`config.mk`:
```
export PLATFORM = sky130hd
export DESIGN_NAME = atan_share_arbiter_flat
export DESIGN_NICKNAME = d
export VERILOG_FILES = /design/src/rtl/atan_share_arbiter_if.sv /design/src/rtl/atan_share_arbiter.sv /design/src/flat_wrapper.sv
export SDC_FILE = /design/constraint.sdc
export NUM_CORES = 1
export LEC_CHECK = 0
export CORE_MARGIN = 2
export CORE_UTILIZATION = 41
export CTS_BUF_LIST = sky130_fd_sc_hd__clkbuf_4
export CTS_CLUSTER_DIAMETER = 60
export DETAILED_ROUTE_END_ITERATION = 7
export PLACE_DENSITY_LB_ADDON = 0.12
export SLEW_MARGIN = 20
export SYNTH_ARGS = -nofsm -noshare
export SYNTH_HDL_FRONTEND = slang
export SYNTH_SLANG_ARGS = --single-unit
```
`constraint.sdc`:
```
create_clock -name clk -period 3.4 [get_ports clk]
set_input_delay 0.68 -clock clk [delete_from_list [all_inputs] [get_ports clk]]
set_output_delay 0.68 -clock clk [all_outputs]
set_load 0.01 [all_outputs]
```
`src/rtl/atan_share_arbiter_if.sv`:
```
// Request/response bundle between requesters and the atan arbiter.
// master: requesters + response sink; slave: the arbiter.
interface atan_share_arbiter_if #(
   parameter int NUM_REQ = 4,
   parameter int WIDTH   = 16
);
   localparam int ID_W = $clog2(NUM_REQ);

   logic [NUM_REQ-1:0]       req_valid;
   logic [NUM_REQ-1:0]       req_ready;
   logic [NUM_REQ*WIDTH-1:0] req_y;
   logic [NUM_REQ*WIDTH-1:0] req_x;
   logic                     resp_valid;
   logic                     resp_ready;
   logic [ID_W-1:0]          resp_id;
   logic [WIDTH-1:0]         resp_theta;
   logic                     resp_err;

   modport master (
      output req_valid, req_y, req_x, resp_ready,
      input  req_ready, resp_valid, resp_id, resp_theta, resp_err
   );

   modport slave (
      input  req_valid, req_y, req_x, resp_ready,
      output req_ready, resp_valid, resp_id, resp_theta, resp_err
   );
endinterface

```
`src/rtl/atan_share_arbiter.sv`:
```
// Round-robin sharing of one iterative cordic_arctan engine among NUM_REQ
// requesters; ports: clk, rst (sync, high), bus (slave), eng_* engine side,
// busy. Optional watchdog: define ATAN_ARB_TIMEOUT_EN.
module atan_share_arbiter #(
   parameter int NUM_REQ        = 4,
   parameter int WIDTH          = 16,
   parameter int TIMEOUT_CYCLES = 32
) (
   input  logic                 clk,
   input  logic                 rst,
   atan_share_arbiter_if.slave  bus,
   output logic                 eng_valid_in,
   output logic [WIDTH-1:0]     eng_y,
   output logic [WIDTH-1:0]     eng_x,
   input  logic [WIDTH-1:0]     eng_theta,
   input  logic                 eng_valid_out,
   output logic                 eng_rst,
   output logic                 busy
);
   localparam int ID_W = $clog2(NUM_REQ);

   typedef enum logic [1:0] {IDLE, ISSUE, WAIT, RESP} state_t;

   state_t             state;
   state_t             state_n;
   logic [ID_W-1:0]    ptr;
   logic [ID_W-1:0]    grant;
   logic [ID_W-1:0]    id_q;
   logic [WIDTH-1:0]   theta_q;
   logic               found;
   logic               accept;
   logic               timeout;
   logic               resp_err_w;
   logic [NUM_REQ-1:0] req_ready_w;
   logic               resp_valid_w;
   int                 idx;

   // Scan from the farthest offset down so the nearest valid
   // requester after ptr is the last one written.
   always_comb begin
      grant = ptr;
      found = 1'b0;
      idx   = 0;
      for (int i = NUM_REQ; i >= 1; i--) begin
         idx = (int'(ptr) + i) % NUM_REQ;
         if (bus.req_valid[ID_W'(idx)]) begin
            grant = ID_W'(idx);
            found = 1'b1;
         end
      end
   end

   // A done pulse in IDLE blocks acceptance so an issue never
   // lands while the engine may still be draining.
   assign accept = (state == IDLE) && found && !eng_valid_out;

   always_ff @(posedge clk) begin
      if (rst) state <= IDLE;
      else     state <= state_n;
   end

   always_comb begin
      state_n = state;
      unique case (state)
         IDLE:  if (accept) state_n = ISSUE;
         ISSUE: state_n = WAIT;
         WAIT:  if (eng_valid_out || timeout) state_n = RESP;
         RESP:  if (bus.resp_ready) state_n = IDLE;
         default: state_n = IDLE;
      endcase
   end

   always_comb begin
      req_ready_w  = '0;
      eng_valid_in = 1'b0;
      resp_valid_w = 1'b0;
      busy         = (state != IDLE);
      unique case (1'b1)
         accept:          req_ready_w  = NUM_REQ'(1) << grant;
         (state == ISSUE): eng_valid_in = 1'b1;
         (state == RESP):  resp_valid_w = 1'b1;
         default: ;
      endcase
   end

   always_ff @(posedge clk) begin
      if (rst) begin
         ptr     <= ID_W'(NUM_REQ - 1);
         id_q    <= '0;
         eng_y   <= '0;
         eng_x   <= '0;
         theta_q <= '0;
      end else begin
         if (accept) begin
            ptr   <= grant;
            id_q  <= grant;
            eng_y <= bus.req_y[int'(grant)*WIDTH +: WIDTH];
            eng_x <= bus.req_x[int'(grant)*WIDTH +: WIDTH];
         end
         if (state == WAIT) begin
            if (eng_valid_out) theta_q <= eng_theta;
            else if (timeout)  theta_q <= '0;
         end
      end
   end

`ifdef ATAN_ARB_TIMEOUT_EN
   localparam int CNT_W = $clog2(TIMEOUT_CYCLES + 1);

   logic [CNT_W-1:0] wd_cnt;
   logic             wd_rst;
   logic             err_q;

   // Fires on the TIMEOUT_CYCLES-th WAIT cycle; a done pulse
   // in that same cycle takes precedence.
   assign timeout = (state == WAIT) && !eng_valid_out &&
                    (wd_cnt == CNT_W'(TIMEOUT_CYCLES - 1));

   always_ff @(posedge clk) begin
      if (rst) begin
         wd_cnt <= '0;
         wd_rst <= 1'b0;
         err_q  <= 1'b0;
      end else begin
         wd_rst <= timeout;
         if (state == ISSUE)     wd_cnt <= '0;
         else if (state == WAIT) wd_cnt <= wd_cnt + 1'b1;
         if (state == WAIT) begin
            if (eng_valid_out) err_q <= 1'b0;
            else if (timeout)  err_q <= 1'b1;
         end
      end
   end

   assign eng_rst    = rst | wd_rst;
   assign resp_err_w = err_q;
`else
   assign timeout    = 1'b0;
   assign eng_rst    = rst;
   assign resp_err_w = 1'b0;
`endif

   assign bus.req_ready  = req_ready_w;
   assign bus.resp_valid = resp_valid_w;
   assign bus.resp_id    = id_q;
   assign bus.resp_theta = theta_q;
   assign bus.resp_err   = resp_err_w;
endmodule
```
`src/flat_wrapper.sv`:
```
// flat-port wrapper written by rule: the top's interface ports become plain ports
module atan_share_arbiter_flat 
#(
   parameter int NUM_REQ        = 4,
   parameter int WIDTH          = 16,
   parameter int TIMEOUT_CYCLES = 32
)
  (clk, rst, eng_valid_in, eng_y, eng_x, eng_theta, eng_valid_out, eng_rst, busy, bus_req_valid, bus_req_y, bus_req_x, bus_resp_ready, bus_req_ready, bus_resp_valid, bus_resp_id, bus_resp_theta, bus_resp_err);
  atan_share_arbiter_if #(.NUM_REQ(NUM_REQ), .WIDTH(WIDTH)) bus_i ();
  input  logic clk;
  input  logic rst;
  output logic eng_valid_in;
  output logic [WIDTH-1:0] eng_y;
  output logic [WIDTH-1:0] eng_x;
  input  logic [WIDTH-1:0] eng_theta;
  input  logic eng_valid_out;
  output logic eng_rst;
  output logic busy;
  input wire logic [$bits(bus_i.req_valid)-1:0] bus_req_valid;
  input wire logic [$bits(bus_i.req_y)-1:0] bus_req_y;
  input wire logic [$bits(bus_i.req_x)-1:0] bus_req_x;
  input wire logic [$bits(bus_i.resp_ready)-1:0] bus_resp_ready;
  output wire logic [$bits(bus_i.req_ready)-1:0] bus_req_ready;
  output wire logic [$bits(bus_i.resp_valid)-1:0] bus_resp_valid;
  output wire logic [$bits(bus_i.resp_id)-1:0] bus_resp_id;
  output wire logic [$bits(bus_i.resp_theta)-1:0] bus_resp_theta;
  output wire logic [$bits(bus_i.resp_err)-1:0] bus_resp_err;
  assign bus_i.req_valid = bus_req_valid;
  assign bus_i.req_y = bus_req_y;
  assign bus_i.req_x = bus_req_x;
  assign bus_i.resp_ready = bus_resp_ready;
  assign bus_req_ready = bus_i.req_ready;
  assign bus_resp_valid = bus_i.resp_valid;
  assign bus_resp_id = bus_i.resp_id;
  assign bus_resp_theta = bus_i.resp_theta;
  assign bus_resp_err = bus_i.resp_err;
  atan_share_arbiter #(.NUM_REQ(NUM_REQ), .WIDTH(WIDTH), .TIMEOUT_CYCLES(TIMEOUT_CYCLES)) u_core (.clk(clk), .rst(rst), .bus(bus_i), .eng_valid_in(eng_valid_in), .eng_y(eng_y), .eng_x(eng_x), .eng_theta(eng_theta), .eng_valid_out(eng_valid_out), .eng_rst(eng_rst), .busy(busy));
endmodule
```
* Word level (Yosys, flattened, before mapping)
Index checks and enable logic that the tools add are counted.
** Cells by class
- Add/subtract/negate cells :: 4
- $lt $le $gt $ge :: 4
- Eq/ne operators :: 6
- Shift-type cells :: 3
- Mux-type cells :: 27
- Reduce and logical (&&, ||, !) cells :: 7
** Operators with widths (count)
- $shiftx 64x7->16 :: 2
- $lt 2x4->1 const B :: 4
- $mux 1 :: 14
- $mux 2 :: 7
- $bmux 1 s2 :: 4
- $pmux 2 s4 :: 1
- $add 2x1->2 const B :: 2
- $add 2x2->2 const B :: 2
- $eq 2x2->1 const B :: 2
- $mux 4 :: 1
- $ne 2x2->1 const B :: 2
- $shl 1x2->4 const A :: 1
- $reduce_and 3->1 :: 1
- $eq 2x1->1 const B :: 1
- $logic_and 1x1->1 :: 2
- $logic_not 2->1 :: 1
- $ne 2x1->1 const B :: 1
- $reduce_and 2->1 :: 1
- $reduce_bool 2->1 :: 1
- $logic_not 1->1 :: 1
** Word-level totals
- Register bits :: 54
- Input bits :: 152
- Word-level logic and storage cells :: 57

* Depth between registers and ports, before layout
- Word-level depth :: 12
- Gate-level depth with buffers :: 9
- Depth with buffers taken out :: 7

* Worst setup path after synthesis
Ideal clock, no wire load.
- Path kind :: input-to-output
- Start point :: input port bus_req_valid[2]
- End point :: output port bus_req_ready[1]
- Arrival :: 1867 ps
- Required time :: 2720 ps
- Path slack :: 853 ps
- Cell stages on the path :: 7
- Buffers on the path :: 3
- Cell sequence :: nand2b_1 -> a21o_4 -> and3_1 -> buf_4 -> buf_4 -> buf_2 -> nor2_1
** Between the ends
- Word-level cells in the longest chain between the ends :: 10
** Ends and longest elaborated chain
- start: declaration :: RTL line flat_wrapper.sv:19 : input wire logic [$bits(bus_i.req_valid)-1:0] bus_req_valid;
- $bmux 1 s2 :: RTL line atan_share_arbiter.sv:46 : if (bus.req_valid[ID_W'(idx)]) begin
- $mux 1 (implied by the code) (2 in series) :: RTL line atan_share_arbiter.sv:46
- $mux 1 (4 in series) :: RTL line atan_share_arbiter.sv:46
- $logic_and 1x1->1 (2 in series) :: RTL line atan_share_arbiter.sv:55 : assign accept = (state == IDLE) && found && !eng_valid_out;
- $mux 4 * :: RTL line atan_share_arbiter.sv:78 : unique case (1'b1)
- end: declaration :: RTL line flat_wrapper.sv:23 : output wire logic [$bits(bus_i.req_ready)-1:0] bus_req_ready;
Mark *: on every way between the ends. The rest lies on a longest branch, timed or not. The select of a mux whose other input is x is not followed.

* Worst setup path in the final report
- Start point :: input port bus_req_valid[3]
- End point :: output port bus_req_ready[3]
The elaborated chain is that of the path after synthesis.

==> results.yml <==
run_status:
  status: "completed"
cts:
  cts_setup_buffers: 0
  cts_root_buf: "clkbuf_4"
  ctsHoldBuffers: 0
  clock_latency_ns: 0.38
  htree_levels: 2
  cts.sinks: 54
  clockBufferDepth: 2
  cts_made_buffers: 5
  cts_tree: "yes"
  clkTransAtPathRegs_ns: 0.16
  cts_resized: 0
worst_hold_path:
  min_path_type: "flip-flop to flip-flop"
synthesis:
  synth_cells: 389
  syn_area_um2: 3270
  synth_area_leaders: "dfxtp_1, a211oi_1, o21a_1"
  avgSynthCellArea_um2: 8.39
  synth_top_area_frac: 0.331
  synth_flop_cell: "dfxtp_1"
  synth_seq_cells: 54
  yosysTopAreaCell: "dfxtp_1"
  syn-num-nets: 546
  ys_warn_count: 0
  synth_edf_count: 0
  ys_seq_area_frac: 0.331
  yosysUniqueCellTypes: 38
  async_flop_share: 0
layout:
  fillCellCount: 618
  areaGrowthSynthToFinish_pct: 67.8
  num_antenna_cells: 0
  multi_input_area_um2: 1930
  fin_nets: 738
  final_cell_mix: "clkdlybuf4s50_1, dfxtp_1, a211oi_1, nand2_1, o21a_1"
  fin_cells: 684
  final_common_cell: "clkdlybuf4s50_1"
  register_area_um2: 1080
  drive_gt1_frac: 0.0722
floorplanning:
  die_h_um: 93.2
  initial_core_util: 0.423
  rows: 32
  coreArea_um2: 7730
  pin_count: 211
  die_x_um: 93.2
  dieArea_um2: 8690
power_and_ir_drop:
  p_clk_frac: 0.114
  power_leakage_uw: 0.00196
  pwr-share-seq: 0.325
  p_int_uw: 1610
  p_sw_uw: 1020
  p_per_area_nw_per_um2: 481
  combPwrFrac: 0.561
  irDropWorstVdd_v: 0.000254
  netSwitchingFraction: 0.388
setup_path:
  end_kind: "output pin"
  crit_chain: "clkdlybuf4s50_1 -> nor4_1 -> buf_4 -> nor3_2 -> nand2_1 -> nor2_1 -> clkdlybuf4s50_1"
  reg2reg_setup_slack_ns: 1.15
  crit_arrival_ns: 2.58
  r2r_start: "u_core.ptr[0]"
  cp.buffers_inverters: 3
  reg2reg_to: "u_core.eng_y[7]"
  cp-startpoint: "bus_req_valid[3]"
  critPathLaunchType: "input port"
  cp.required_ns: 2.72
  crit_path_end: "bus_req_ready[3]"
  cp_max_fo: 4
  critPathMaxStageDelay_ns: 0.54
  r2r_cells: 6
  critical_path.top_delay_family: "buffers and inverters"
  crit_top_cell: "clkdlybuf4s50_1"
  crit_slowest_cell: "clkdlybuf4s50_1"
  critPathKind: "input port to output pin"
  worstSetupPathDepth: 7
placed_design:
  port-buffer-count: 209
  dpl.hpwl_mm: 8.41
  place_congestion: 0.876
  placed_cells: 676
route:
  wl_per_cell_um: 15.9
  via_count: 3684
  drtIter0Drc: 128
  met1Wirelength_mm: 4.32
  wl_met3_um: 979
  viasPerCell: 5.39
  antenna_left: 0
  drc: 0
  first_pass_iters: 4
  wl_met2_mm: 5.39
  top_layer: "met4"
  drt-total-wl_mm: 10.9
timing:
  setup_viol: 0
  rsz0062_at_grt: "false"
  slew_violations: 0
  relSlewSlack: 0.607
  worst_pin_slew_ns: 0.589
  fin_skew_ns: 0.0110
  tns_ns: 0
  finalCritPeriodShare: 0.960
  fmax_mhz: 306
  fin_crit_ns: 3.26
  hold_violations: 0
global_route:
  grt_pass1_wl_mm: 17.3
  antenna_found_initial: 0
  grtUsageTotal: 0.247
  grt_pass1_vias: 3612
  grt_max_degree: 48
  grt_overflow: 0
flow_run:
  maxCapViolations: 0
==> flip-flops by register name, indices dropped and copies added (netlist names) <==
signal and cells:
u_core.bus.resp_id 2, u_core.bus.resp_theta 16, u_core.eng_x 16, u_core.eng_y 16, u_core.ptr 2, u_core.state 2
==> logic make-up (layout without fill, tap and decap cells) <==
logic type / after synthesis / in the layout / synth area share
compound gates: 157 / 157 / 0.376
fa+ha+maj: 5 / 5 / 0.0192
buf+inv: 60 / 253 / 0.0808
flops: 54 / 54 / 0.331
mux: 16 / 16 / 0.0490
other cells: 1 / 1 / 0.00115
simple gates: 96 / 96 / 0.143
==> power groups by stage <==
| stage | combinational (µW) | clock (µW) | sequential [µW] |
|---|---|---|---|
| 6_report | 1480 | 299 | 857 |
| 5_1_grt | 1610 | 327 | 875 |
| 4_1_cts | 1490 | 311 | 857 |
| 3_5_place_dp | 1480 | 0 | 872 |
| 3_3_place_gp | 1450 | 0 | 865 |
| 2_1_floorplan | 764 | 0 | 927 |
==> stage by stage <==
step	hold slack [ns]	cell area [µm²]	power, µW	setup WS, ns	util
floorplan	0.481	3270	1690	0.853	-
global placement	0.442	5420	2320	0.166	0.702
detailed placement	0.447	5420	2360	0.146	0.702
CTS	0.468	5480	2660	0.123	0.709
global route	0.487	5480	2810	0.0172	0.709
finish	0.465	5480	2630	0.136	0.709
==> cells in the mapped netlist, types with 3 or more instances <==
library cell	instances
a21oi_1	18
nand2b_1	3
nor2_1	26
mux2i_1	16
a31oi_1	15
buf_4	4
a211oi_1	50
o31ai_1	17
nor3_1	3
a2111oi_1	6
clkbuf_1	21
inv_1	20
nand3b_1	17
buf_2	13
a2111oi_2	9
ha_1	5
dfxtp_1	54
nand2_1	36
o21a_1	34
==> metal layers <==
layer | up-vias | GRT usage
met5 | - | 0
li1 | 1813 | -
met1 | 1693 | 0.280
met2 | 163 | 0.447
met3 | 15 | 0.0757
met4 | 0 | 0.0613
==> worst reg2reg max path, delay by kind of cell, from the launching register on <==
kind / cells / cell delay [ns]
buf+inv: 1 / 0.50
simple gates: 2 / 0.45
flops: 1 / 0.42
mux: 1 / 0.20
compound gates: 2 / 0.60
==> cell type report <==
cell class,count,area share
Timing Repair Buffer,225,0.403
Multi-Input combinational cell,275,0.353
Sequential cell,54,0.197
Tap cell,102,0.0233
Inverter,20,0.0137
Clock buffer,6,0.00822
Clock inverter,2,0.00228
==> worst min path at each step <==
stage / start / endpoint / slack (ns) / cells after the start
after floorplan: u_core.bus.resp_theta[0] / u_core.bus.resp_theta[0] / 0.48 / 2
after global placement: u_core.bus.resp_theta[3] / u_core.bus.resp_theta[3] / 0.44 / 2
after detailed placement: u_core.bus.resp_theta[12] / u_core.bus.resp_theta[12] / 0.45 / 2
after CTS: u_core.bus.resp_theta[12] / u_core.bus.resp_theta[12] / 0.47 / 2
after global routing: u_core.bus.resp_theta[3] / u_core.bus.resp_theta[3] / 0.49 / 2
final: u_core.bus.resp_theta[3] / u_core.bus.resp_theta[3] / 0.47 / 2
(Power assumes the default switching activity.)
